--- src/rtl/systolic_pkg.sv ---
// Shared types and width helpers for the systolic-array fetch path.
package systolic_pkg;

    typedef enum logic [1:0] {
        IDLE   = 2'd0,
        STREAM = 2'd1,
        DRAIN  = 2'd2,
        DONE   = 2'd3
    } state_e;

    localparam int DEF_MATRIX_SIZE = 2;
    localparam int DEF_DATA_SIZE   = 32;
    localparam int DEF_FIFO_DEPTH  = 4;

    typedef logic [DEF_MATRIX_SIZE-1:0][DEF_DATA_SIZE-1:0] row_t;

    function automatic int ptr_w(input int depth);
        return $clog2(depth);
    endfunction

    function automatic int cnt_w(input int depth);
        return $clog2(depth) + 1;
    endfunction

    function automatic int drain_w(input int lanes);
        return $clog2(lanes) + 1;
    endfunction

endpackage

--- src/rtl/row_fifo.sv ---
// Synchronous FIFO of row vectors, each tagged with an end-of-pass flag.
// Read side is fall-through: pop_row/pop_last show the head entry whenever count != 0.
module row_fifo
    import systolic_pkg::*;
#(
    parameter int MATRIX_SIZE = DEF_MATRIX_SIZE,
    parameter int DATA_SIZE   = DEF_DATA_SIZE,
    parameter int FIFO_DEPTH  = DEF_FIFO_DEPTH
) (
    input  logic                                  clk,
    input  logic                                  reset,
    input  logic                                  push,
    input  logic [MATRIX_SIZE-1:0][DATA_SIZE-1:0] push_row,
    input  logic                                  push_last,
    input  logic                                  pop,
    output logic [MATRIX_SIZE-1:0][DATA_SIZE-1:0] pop_row,
    output logic                                  pop_last,
    output logic                                  full,
    output logic [cnt_w(FIFO_DEPTH)-1:0]          count
);

    localparam int PTR_W = ptr_w(FIFO_DEPTH);
    localparam int CNT_W = cnt_w(FIFO_DEPTH);
    localparam logic [CNT_W-1:0] FULL_CNT = CNT_W'(FIFO_DEPTH);

    logic [MATRIX_SIZE-1:0][DATA_SIZE-1:0] row_mem_q [FIFO_DEPTH];
    logic [MATRIX_SIZE-1:0][DATA_SIZE-1:0] row_mem_d [FIFO_DEPTH];
    logic [FIFO_DEPTH-1:0]                 last_mem_q, last_mem_d;
    logic [PTR_W-1:0]                      wr_ptr_q, wr_ptr_d;
    logic [PTR_W-1:0]                      rd_ptr_q, rd_ptr_d;
    logic [CNT_W-1:0]                      cnt_q, cnt_d;
    logic                                  do_push, do_pop;

    assign full     = (cnt_q == FULL_CNT);
    assign count    = cnt_q;
    assign do_push  = push && !full;
    assign do_pop   = pop && (cnt_q != '0);
    assign pop_row  = row_mem_q[rd_ptr_q];
    assign pop_last = last_mem_q[rd_ptr_q];

    always_comb begin
        row_mem_d  = row_mem_q;
        last_mem_d = last_mem_q;
        wr_ptr_d   = wr_ptr_q;
        rd_ptr_d   = rd_ptr_q;
        cnt_d      = cnt_q;
        if (do_push) begin
            row_mem_d[wr_ptr_q]  = push_row;
            last_mem_d[wr_ptr_q] = push_last;
            wr_ptr_d             = wr_ptr_q + 1'b1;
        end
        if (do_pop) begin
            rd_ptr_d = rd_ptr_q + 1'b1;
        end
        case ({do_push, do_pop})
            2'b10:   cnt_d = cnt_q + 1'b1;
            2'b01:   cnt_d = cnt_q - 1'b1;
            default: cnt_d = cnt_q;
        endcase
    end

    // Pointers and count define emptiness, so the storage itself needs no reset.
    always_ff @(posedge clk or posedge reset) begin
        if (reset) begin
            wr_ptr_q <= '0;
            rd_ptr_q <= '0;
            cnt_q    <= '0;
        end else begin
            wr_ptr_q <= wr_ptr_d;
            rd_ptr_q <= rd_ptr_d;
            cnt_q    <= cnt_d;
        end
    end

    always_ff @(posedge clk) begin
        row_mem_q  <= row_mem_d;
        last_mem_q <= last_mem_d;
    end

endmodule

--- src/rtl/skew_feeder.sv ---
// Buffers row vectors and re-times each into a diagonal wavefront for the array edge,
// bracketing one matrix pass with start / busy / done.
//
//   state  | meaning
//   IDLE   | waiting for start; FIFO may be prefilled
//   STREAM | pop one row per cycle, bubble when FIFO empty
//   DRAIN  | MATRIX_SIZE cycles for the last row to leave the skew chains
//   DONE   | one-cycle done pulse, then back to IDLE
module skew_feeder
    import systolic_pkg::*;
#(
    parameter int MATRIX_SIZE = DEF_MATRIX_SIZE,
    parameter int DATA_SIZE   = DEF_DATA_SIZE,
    parameter int FIFO_DEPTH  = DEF_FIFO_DEPTH
) (
    input  logic                                  clk,
    input  logic                                  reset,
    input  logic                                  start,
    input  logic                                  in_valid,
    output logic                                  in_ready,
    input  logic [MATRIX_SIZE-1:0][DATA_SIZE-1:0] in_data,
    input  logic                                  in_last,
    output logic [MATRIX_SIZE-1:0][DATA_SIZE-1:0] out_data,
    output logic [MATRIX_SIZE-1:0]                out_valid,
    output logic                                  busy,
    output logic                                  done
);

    localparam int CNT_W   = cnt_w(FIFO_DEPTH);
    localparam int DRAIN_W = drain_w(MATRIX_SIZE);

    state_e                                state_q, state_d;
    logic [DRAIN_W-1:0]                    drain_cnt_q, drain_cnt_d;
    logic                                  ready_q, ready_d;
    logic                                  pop;
    logic                                  fifo_full;
    logic                                  fifo_empty;
    logic [CNT_W-1:0]                      fifo_count;
    logic [MATRIX_SIZE-1:0][DATA_SIZE-1:0] fifo_row;
    logic                                  fifo_last;

    // ready_q keeps in_ready low through reset and for the cycle it is released in.
    assign ready_d    = 1'b1;
    assign in_ready   = ready_q && !fifo_full;
    assign fifo_empty = (fifo_count == '0);

    row_fifo #(
        .MATRIX_SIZE (MATRIX_SIZE),
        .DATA_SIZE   (DATA_SIZE),
        .FIFO_DEPTH  (FIFO_DEPTH)
    ) u_fifo (
        .clk       (clk),
        .reset     (reset),
        .push      (in_valid && in_ready),
        .push_row  (in_data),
        .push_last (in_last),
        .pop       (pop),
        .pop_row   (fifo_row),
        .pop_last  (fifo_last),
        .full      (fifo_full),
        .count     (fifo_count)
    );

    always_ff @(posedge clk or posedge reset) begin
        if (reset) begin
            state_q     <= IDLE;
            drain_cnt_q <= '0;
            ready_q     <= 1'b0;
        end else begin
            state_q     <= state_d;
            drain_cnt_q <= drain_cnt_d;
            ready_q     <= ready_d;
        end
    end

    always_comb begin
        state_d     = state_q;
        drain_cnt_d = drain_cnt_q;
        pop         = 1'b0;
        case (state_q)
            IDLE: begin
                if (start) state_d = STREAM;
            end
            STREAM: begin
                if (!fifo_empty) begin
                    pop = 1'b1;
                    if (fifo_last) begin
                        state_d     = DRAIN;
                        drain_cnt_d = DRAIN_W'(MATRIX_SIZE);
                    end
                end
            end
            DRAIN: begin
                if (drain_cnt_q == DRAIN_W'(1)) state_d = DONE;
                else                            drain_cnt_d = drain_cnt_q - 1'b1;
            end
            DONE: begin
                state_d = IDLE;
            end
            default: begin
                state_d = IDLE;
            end
        endcase
    end

    always_comb begin
        busy = 1'b0;
        done = 1'b0;
        case (state_q)
            STREAM, DRAIN: busy = 1'b1;
            DONE:          done = 1'b1;
            default:       ;
        endcase
    end

    // Stage 0 of every lane is the pop register; lane i adds i further stages.
    for (genvar i = 0; i < MATRIX_SIZE; i++) begin : g_lane
        logic [i:0]                v_q, v_d;
        logic [i:0][DATA_SIZE-1:0] d_q, d_d;

        always_comb begin
            v_d[0] = pop;
            d_d[0] = pop ? fifo_row[i] : '0;
            for (int s = 1; s <= i; s++) begin
                v_d[s] = v_q[s-1];
                d_d[s] = d_q[s-1];
            end
        end

        always_ff @(posedge clk or posedge reset) begin
            if (reset) begin
                v_q <= '0;
                d_q <= '0;
            end else begin
                v_q <= v_d;
                d_q <= d_d;
            end
        end

        assign out_valid[i] = v_q[i];
        assign out_data[i]  = v_q[i] ? d_q[i] : '0;
    end

endmodule

--- config.mk ---
export PLATFORM = sky130hd
export DESIGN_NAME = skew_feeder
export DESIGN_NICKNAME = d
export VERILOG_FILES = /design/src/rtl/systolic_pkg.sv /design/src/rtl/row_fifo.sv /design/src/rtl/skew_feeder.sv
export SDC_FILE = /design/constraint.sdc
export NUM_CORES = 1
export LEC_CHECK = 0
export BUFFER_PORTS_ARGS = -buffer_cell sky130_fd_sc_hd__buf_2
export CORE_MARGIN = 8
export CORE_UTILIZATION = 46
export CTS_CLUSTER_SIZE = 8
export DETAILED_ROUTE_END_ITERATION = 8
export SETUP_SLACK_MARGIN = 0.15
export SLEW_MARGIN = 20
export SYNTH_ARGS = -nofsm -noshare
export SYNTH_HDL_FRONTEND = slang
export SYNTH_SLANG_ARGS = --single-unit
--- constraint.sdc ---
create_clock -name clk -period 5.8 [get_ports clk]
set_input_delay 1.74 -clock clk [delete_from_list [all_inputs] [get_ports clk]]
set_output_delay 1.74 -clock clk [all_outputs]
set_load 0.02 [all_outputs]
==> reports/qor.csv, run 1 <==
metric,value,unit
outcome,"complete, no violations",
Leak,6.268,nW
first-pass GRT wire length,38820,um
maximum clock insertion buffer count,3,
Die W,187.2,um
wire length on met3,1274,um
Via density,4.950,
Avg WL per Cell,19.66,um
cts hold-fix bufs,0,
met1 WL,9917,um
Diodes inserted,0,
TritonCTS clock tree,done,
Die Y,187.2,um
initial DRC count,370,
CP Launch Type,flop,
"Hold Vio Cnt, Final",0,
final worst-path cycle share,63.79,%
CP Data Arrival Time,1960,ps
Core ar.,28780,um^2
Crit path required time,4060,ps
initial antenna violation count,4,
root buf cell,clkbuf_16,
final net count,901,
RSZ-0062 raised after global routing,no,
Netlist Area Pre-Place,13490,um^2
YS warnings,0,
top layer in use,met5,
Synth async-reset ratio,29.73,%
distinct cell type count after synthesis,36,
FF-to-FF setup slack,3140,ps
worst vdd ir,0.2327,mV
Synth area leaders,"edfxtp_1 (58%), dfrtp_1 (20%), mux4_2 (11%)",
IO Pins,138,
Total Wirelength,24550,um
CTS Buf Count,52,
"commonest non-fill, non-tap cell in the layout",edfxtp_1,
Worst Hold Class,flop to flop,
Max Freq,270.3,MHz
PortBufs,137,
Slew Limit Fails,0,
DP Worst Slack,2534,ps
DR WL met2,12940,um
Remaining DRCs,0,
clk_skew,10.84,ps
DR pass1 iterations,4,
switching share of power,25.79,%
Worst Tran Pin Value,1051,ps
Post-synth EDFFs,260,
top-area cell type share of the netlist area,57.88,%
final setup violation count,0,
most frequent cells in the layout,"edfxtp_1 (260), buf_2 (137), and2_1 (129), dfrtp_1 (108), mux4_2 (63)",
post-synthesis cell count,653,
max incr delay on CP,950,ps
sequential power share,47.0,%
"Clk Latency, worst-skew pair",540,ps
hpwl dp,13870,um
most used flip-flop cell after synthesis,edfxtp_1,
vias in the first global route,6977,
worst setup margin,2100,ps
Synth Register Bits,370,
Synth-to-Final Area Change,19.16,%
setup TNS,0,ps
clk sinks,370,
Vias,6182,
cell taking the most area after synthesis,edfxtp_1,
layout cells sized above 1,31.56,%
global route overflow,0,
Critical-path top delay cell,dfrtp_1,
PD cells,483.6,nW/um^2
routability-driven placement congestion ratio,0.6822,
Slew HR,29.92,%
max cap viols,0,
row cnt,62,
minimum clock period,3700,ps
Hold Crit Depth,0,
switching power,0.002005,W
antenna-violating nets left,0,
R2R cell count,10,
Comb pwr share,17.7,%
Die ar.,35060,um^2
crit path capture type,output port,
Post-CTS Setup Inserts,0,
P_int,0.005768,W
"Reg clk slew, reported paths",50,ps
Setup CP Type,flop to output port,
post-synthesis sequential area ratio,78.29,%
largest net degree at the start of global routing,69,
syn nets,733,
crit path cell chain,"and2_1, buf_2",
Clk network pwr share,35.3,%
# resized after CTS,0,
CP Max Fanout,34,
Initial Util,46.87,%
H-tree depth,2,
GRT Total Usage,14.22,%
Avg Inst Size Synth,20.66,um^2
[layout make-up]
type / count / area (um^2)
Sequential cell: 370 / 10570
Tap cell: 384 / 480.5
Timing Repair Buffer: 143 / 750.7
Clock inverter: 2 / 23.77
Fill cell: 2177 / 12710
Inverter: 12 / 47.55
Multi-Input combinational cell: 242 / 2693
Clock buffer: 96 / 1509
[cells by family (layout without fill, tap and decap cells)]
family,count (synthesis),count (layout),synth area share [%]
other,1,1,0.02780
AND/OR/NAND/NOR,147,147,6.735
XOR/XNOR,6,6,0.3897
AO/OA/AOI/OAI,9,9,0.5010
flip-flops,370,370,78.29
multiplexers,68,68,11.03
adder cells (fa/ha/maj),11,11,1.076
buffers and inverters,41,253,1.948
[state kept, by name, indices dropped and copies added, names as in the netlist]
| signal | count |
|---|---|
| drain_cnt_q | 2 |
| g_lane.d_d | 32 |
| g_lane.d_q | 64 |
| g_lane.v_q | 2 |
| ready_q | 1 |
| state_q | 2 |
| u_fifo.count | 3 |
| u_fifo.last_mem_q | 4 |
| u_fifo.rd_ptr_q | 2 |
| u_fifo.row_mem_q | 256 |
| u_fifo.wr_ptr_q | 2 |
[routing by layer]
layer  vias to the layer above  global-route usage [%]
met4                         8                   4.184
met3                        37                   3.654
met1                      3196                   16.80
li1                       2806                       -
met2                       135                   25.23
met5                         -                       0
[through the flow]
| step | util (%) | hold slack [ps] | instance area [um^2] | std cells | total power [W] |
|---|---|---|---|---|---|
| CTS | 55.75 | 346.1 | 16040 | 1248 | 0.007896 |
| global placement | 50.42 | 331.9 | 14510 | 1150 | 0.005070 |
| global route | 55.84 | 346.3 | 16070 | 1249 | 0.008175 |
| detailed placement | 50.42 | 335.5 | 14510 | 1150 | 0.005133 |
| floorplan | - | 331.2 | 13490 | 653 | 0.004763 |
| finish | 55.84 | 343.5 | 16070 | 1249 | 0.007773 |
[cell usage after synthesis (all sizes together) (2+ instances only)]
cell type	instances
and3	5
nor2b	2
mux4	64
buf	16
mux2i	2
ha	10
mux2	2
dfrtp	110
edfxtp	260
nor2	2
o21ai	2
nor3	2
xor2	3
nand2	3
xnor2	3
clkbuf	13
and2	129
inv	12
[critical path: cells and delay by family (launching register included)]
family                 cells  cell delay [ps]
buffers and inverters      1              180
flip-flops                 1              950
AND/OR/NAND/NOR            1              280
[path summary, 6_finish.rpt]
check                                                  from                          end
worst max-delay path             g_lane[1].v_q[0]$_DFF_PP0_                 out_data[31]
worst min-delay path            g_lane[1].d_d[59]$_DFF_PP0_  g_lane[1].d_q[59]$_DFF_PP0_
worst max register to register       state_q[1]$_DFFE_PP0P_  u_fifo.count[2]$_DFFE_PP0P_
worst min register to register  g_lane[1].d_d[59]$_DFF_PP0_  g_lane[1].d_q[59]$_DFF_PP0_
max in group asynchronous                             reset  g_lane[1].d_q[57]$_DFF_PP0_
min in group asynchronous                             reset  g_lane[1].d_d[43]$_DFF_PP0_
[power by group through the flow]
stage,combinational (W),sequential (W),clock (W)
after global routing,0.00151,0.00373,0.00293
after global placement,0.00137,0.00370,0
after CTS,0.00141,0.00368,0.00281
final,0.00137,0.00366,0.00274
after detailed placement,0.00140,0.00373,0
after floorplan,0.00129,0.00347,0
Power figures use the tool's default switching activity.
==> run 2: changes to the inputs <==
--- a/config.mk
+++ b/config.mk
@@ -10,6 +10,7 @@
 export CORE_UTILIZATION = 46
 export CTS_CLUSTER_SIZE = 8
 export DETAILED_ROUTE_END_ITERATION = 8
+export PLACE_DENSITY = 0.67
 export SETUP_SLACK_MARGIN = 0.15
 export SLEW_MARGIN = 20
 export SYNTH_ARGS = -nofsm -noshare
==> constraint.sdc (replaced) <==
create_clock -name clk -period 3.4 [get_ports clk]
set_input_delay 1.02 -clock clk [delete_from_list [all_inputs] [get_ports clk]]
set_output_delay 1.02 -clock clk [all_outputs]
set_load 0.02 [all_outputs]
==> run 2 against run 1 <==
Net effect: core utilization is 0.43 points higher; setup slack worse by 1500 ps; design area is 0.76% higher; global-route usage is 0.35 points lower; clock skew is 11 ps higher; wire length is 2.0% lower; clock-buffer cell count is 2 lower; sequential cell count stayed put; critical path depth is 1 higher; combinational power is 86% higher; sequential power is 66% higher; critical path type unchanged; critical endpoint is now out_data[15]; largest cell class unchanged; highest routed layer unchanged.
==> reports/qor.csv, run 2 (synthesis gave the netlist of run 1 again) <==
metric,value,unit
cell area after layout,16190,um^2
fillcell total,2191,
crit path cell chain,"buf_4, and2_1, buf_2",
GRT Total Usage,13.87,%
Core ar.,28780,um^2
Die W,187.2,um
Initial Util,46.87,%
P_int,0.009827,W
RSZ-0062 raised after global routing,no,
crit path capture type,output port,
Max Freq,357.6,MHz
first-pass GRT wire length,38230,um
crit path launch,g_lane[1].v_q[0]$_DFF_PP0_,
final net count,910,
Comb pwr share,19.2,%
placed cell area,14680,um^2
Critical-path top delay cell,dfrtp_1,
Fin Hold WS,341.9,ps
sequential power share,45.8,%
Slew HR,54.38,%
Slew Limit Fails,0,
TritonCTS clock tree,done,
Post-CTS Setup Inserts,0,
CP Launch Type,flop,
most frequent cells in the layout,"edfxtp_1 (260), buf_2 (137), and2_1 (129), dfrtp_1 (108), mux4_2 (63)",
"Clk Latency, worst-skew pair",550,ps
Largest register FFs,256,
setup TNS,0,ps
Synth-to-Final Area Change,20.07,%
Setup CP Type,flop to output port,
# resized after CTS,0,
Hold Crit Start,g_lane[1].d_d[48]$_DFF_PP0_,
cts hold-fix bufs,0,
routability-driven placement congestion ratio,0.6879,
Vias,6193,
PD cells,819.9,nW/um^2
vias in the first global route,6793,
Worst Tran Pin Value,684.3,ps
final worst-path cycle share,82.24,%
Leak,6.319,nW
final core utilization,56.27,%
clk_skew,21.54,ps
minimum clock period,2796,ps
final setup violation count,0,
layout cells sized above 1,32.19,%
"commonest non-fill, non-tap cell in the layout",edfxtp_1,
outcome,"complete, no violations",
largest net degree at the start of global routing,68,
CP Data Arrival Time,1780,ps
Crit path required time,2380,ps
Total Wirelength,24060,um
Biggest register,u_fifo.row_mem_q,
Remaining DRCs,0,
Reg area,10570,um^2
Via density,4.923,
Multi-input gate area,2693,um^2
row cnt,62,
Clk network pwr share,35.0,%
Avg WL per Cell,19.12,um
PortBufs,137,
Die Y,187.2,um
max cap viols,0,
switching power,0.003451,W
Top delay family on crit path,flip-flops,
DR pass1 iterations,4,
initial DRC count,354,
Buf/Inv on CP,2,
clk sinks,370,
R2R Path Start,u_fifo.count[0]$_DFFE_PP0P_,
"Hold Vio Cnt, Final",0,
H-tree depth,2,
root buf cell,clkbuf_16,
hpwl dp,14500,um
max incr delay on CP,620,ps
switching share of power,25.99,%
worst vdd ir,0.4322,mV
CP Max Fanout,24,
antenna-violating nets left,0,
"Reg clk slew, reported paths",50,ps
initial antenna violation count,2,
Die ar.,35060,um^2
global route overflow,0,
maximum clock insertion buffer count,3,
Worst Hold Class,flop to flop,
CTS Buf Count,52,
IO Pins,138,
run 2: cell count changes in the layout (fill, tap and decap cells not counted):
cell,change
buf_12,+7
buf_4,+3
clkbuf_16,-2
buf_16,-1
clkinv_16,+1
clkinv_8,-1
clkinvlp_4,+1
diode_2,+1
inv_16,+1
inv_4,-1
run 2: cell type report:
type	instances	area share, %
Inverter	12	0.3013
Clock inverter	3	0.3554
Timing Repair Buffer	152	5.470
Sequential cell	370	65.26
Antenna cell	1	0.01545
Tap cell	384	2.967
Clock buffer	94	9.009
Multi-Input combinational cell	242	16.63
run 2: path summary, 6_finish.rpt:
check | slack [ps] | depth (start not counted) | endpoint
setup / recovery | 600 | 3 | out_data[15]
hold reg to reg | 340 | 0 | g_lane[1].d_q[48]$_DFF_PP0_
setup reg to reg | 1210 | 4 | u_fifo.row_mem_q[125]$_DFFE_PP_
min in group asynchronous | 520 | 2 | g_lane[1].d_q[48]$_DFF_PP0_
max in group asynchronous | 2220 | 3 | g_lane[0].d_q[12]$_DFF_PP0_
hold / removal | 340 | 0 | g_lane[1].d_q[48]$_DFF_PP0_
run 2: power by group through the flow:
stage | Combinational [W] | Clock [W] | Sequential (W)
final | 0.00255 | 0.00465 | 0.00608
after floorplan | 0.00220 | 0 | 0.00592
after detailed placement | 0.00262 | 0 | 0.00619
after CTS | 0.00263 | 0.00475 | 0.00611
after global placement | 0.00259 | 0 | 0.00617
after global routing | 0.00280 | 0.00496 | 0.00619
run 2: through the flow:
step / total power [W] / setup slack, ps / instances
2_1_floorplan: 0.008125 / 284.9 / 653
3_3_place_gp: 0.008758 / 951.8 / 1160
3_5_place_dp: 0.008805 / 898.8 / 1160
4_1_cts: 0.01349 / 517.1 / 1257
5_1_grt: 0.01395 / 426.6 / 1258
6_report: 0.01328 / 603.9 / 1258
run 2: metal layers:
metal,track usage [%],routed length [um],up-vias,share of wire (%)
li1,-,-,2831,-
met1,16.64,9723,3184,40
met2,24.67,12730,138,53
met3,3.151,1121,38,4.7
met4,4.032,472,2,2.0
met5,0,13,-,0.054
run 2: worst register-to-register path, stage by stage (launching register included):
cell and delay [ps]:
dfrtp_1 370, inv_1 80, a31oi_1 460, and3_4 630, buf_12 320
==> run 3: changes to the inputs <==
--- a/config.mk
+++ b/config.mk
@@ -10,7 +10,6 @@
 export CORE_UTILIZATION = 46
 export CTS_CLUSTER_SIZE = 8
 export DETAILED_ROUTE_END_ITERATION = 8
-export PLACE_DENSITY = 0.67
 export SETUP_SLACK_MARGIN = 0.15
 export SLEW_MARGIN = 20
 export SYNTH_ARGS = -nofsm -noshare
==> constraint.sdc (replaced) <==
create_clock -name clk -period 2.8 [get_ports clk]
set_input_delay 0.84 -clock clk [delete_from_list [all_inputs] [get_ports clk]]
set_output_delay 0.84 -clock clk [all_outputs]
set_load 0.02 [all_outputs]
==> run 3 against run 2 <==
Net effect: wire length grew 8.1%; hold slack is essentially flat; sequential cell count is the same; cell count grew 0.16%; clock power grew 22%; core utilization grew 0.25 points; sequential power grew 23%; register-to-register slack lost 490 ps; global-route usage grew 1.0 points; critical path type unchanged.
==> reports/qor.csv, run 3 (synthesis gave the netlist of run 1 again) <==
metric,value,unit
initial antenna violation count,5,
Largest register FFs,256,
Post-CTS Setup Inserts,0,
root buf cell,clkbuf_16,
FF-to-FF setup slack,720,ps
Worst Tran Pin Value,756.0,ps
# resized after CTS,0,
maximum clock insertion buffer count,3,
"Reg clk slew, reported paths",50,ps
clk_skew,23.91,ps
IO Pins,138,
PortBufs,137,
initial DRC count,282,
antenna-violating nets left,0,
cts hold-fix bufs,0,
Hold Crit Depth,0,
final net count,913,
placed cell area,14750,um^2
Die Y,187.2,um
Worst Hold Class,flop to flop,
R2R cell count,10,
Crit path required time,1960,ps
Critical-path top delay cell,dfrtp_1,
switching power,0.004280,W
CTS Buf Count,52,
cell area after layout,16270,um^2
H-tree depth,2,
DR pass1 iterations,4,
first-pass GRT wire length,40620,um
row cnt,62,
Slew Limit Fails,0,
largest net degree at the start of global routing,68,
CP Data Arrival Time,1710,ps
layout cells sized above 1,32.65,%
Max Freq,391.8,MHz
outcome,"complete, no violations",
TritonCTS clock tree,done,
Die ar.,35060,um^2
Biggest register,u_fifo.row_mem_q,
most frequent cells in the layout,"edfxtp_1 (260), buf_2 (137), and2_1 (129), dfrtp_1 (107), mux4_2 (63)",
setup TNS,0,ps
Leak,6.344,nW
hpwl dp,15390,um
"commonest non-fill, non-tap cell in the layout",edfxtp_1,
P_int,0.01204,W
final worst-path cycle share,91.16,%
Initial Util,46.87,%
Comb pwr share,19.4,%
switching share of power,26.22,%
Post-Layout Cell Count,1260,
Vias,6378,
Remaining DRCs,0,
max incr delay on CP,590,ps
CP Max Fanout,23,
DP Cell Count,1163,
R2R Path Start,u_fifo.count[0]$_DFFE_PP0P_,
Core ar.,28780,um^2
Die W,187.2,um
sequential power share,45.8,%
crit path cell chain,"buf_12, and2_1, buf_2",
CP Launch Type,flop,
PD cells,1003,nW/um^2
final setup violation count,0,
vias in the first global route,7084,
Synth-to-Final Area Change,20.60,%
Clk network pwr share,34.8,%
Diodes inserted,0,
FF-to-FF End,u_fifo.count[2]$_DFFE_PP0P_,
Setup CP Type,flop to output port,
hold path endpoint,g_lane[1].d_q[39]$_DFF_PP0_,
max cap viols,0,
routability-driven placement congestion ratio,0.7208,
"Hold Vio Cnt, Final",0,
Slew HR,49.60,%
Avg WL per Cell,20.64,um
minimum clock period,2553,ps
clk sinks,370,
GRT Total Usage,14.91,%
worst vdd ir,0.5374,mV
global route overflow,0,
RSZ-0062 raised after global routing,no,
Hold Crit Start,g_lane[1].d_d[39]$_DFF_PP0_,
Total Wirelength,26000,um
"Clk Latency, worst-skew pair",550,ps
crit path capture type,output port,
Via density,5.062,
==> run 3: metrics by stage <==
step	utilization [%]	power, W	setup WS, ps	hold WS, ps
6_report	56.52	0.01632	247.4	341.9
5_1_grt	56.52	0.01710	157.2	349.1
4_1_cts	56.50	0.01659	189.9	344.6
3_5_place_dp	51.24	0.01085	488.0	335.5
3_3_place_gp	51.24	0.01072	504.5	333.6
2_1_floorplan	-	0.009851	396.6	331.2
==> run 3: worst max path at each step <==
stage / from / end / slack, ps
3_3_place_gp: in_valid / u_fifo.count[2]$_DFFE_PP0P_ / 500
5_1_grt: g_lane[1].v_q[0]$_DFF_PP0_ / out_data[31] / 160
3_5_place_dp: in_valid / u_fifo.count[2]$_DFFE_PP0P_ / 490
6_report: g_lane[1].v_q[0]$_DFF_PP0_ / out_data[31] / 250
4_1_cts: g_lane[1].v_q[1]$_DFF_PP0_ / out_data[37] / 190
2_1_floorplan: u_fifo.count[0]$_DFFE_PP0P_ / u_fifo.last_mem_q[0]$_DFFE_PP_ / 400
==> run 3: critical path, delay by kind of cell, from the launching register on <==
kind                   cells  cell delay (ps)
DFF                        1              590
buffers and inverters      2              390
and+or+nand+nor            1              170
==> run 3: power groups by stage <==
stage / clock, W / combinational, W / sequential, W
global placement: 0 / 0.00317 / 0.00756
global route: 0.00605 / 0.00346 / 0.00760
floorplan: 0 / 0.00268 / 0.00717
CTS: 0.00582 / 0.00325 / 0.00752
finish: 0.00568 / 0.00316 / 0.00748
detailed placement: 0 / 0.00324 / 0.00761
==> run 3: final cells by class <==
cell class                 count  area [um^2]
fill                        2175        12510
clock buffer                  95         1484
clock inverter                 2        27.53
multi-input combinational    242         2699
tap                          384        480.5
timing repair buffer         155        958.4
inverter                      12        48.80
sequential                   370        10570
==> run 3: layer usage <==
metal / share of wire, % / up-vias / track usage (%)
li1: - / 2834 / -
met1: 41 / 3312 / 18.15
met2: 51 / 161 / 25.52
met3: 5.2 / 61 / 3.766
met4: 2.6 / 10 / 5.254
met5: 0.24 / - / 0
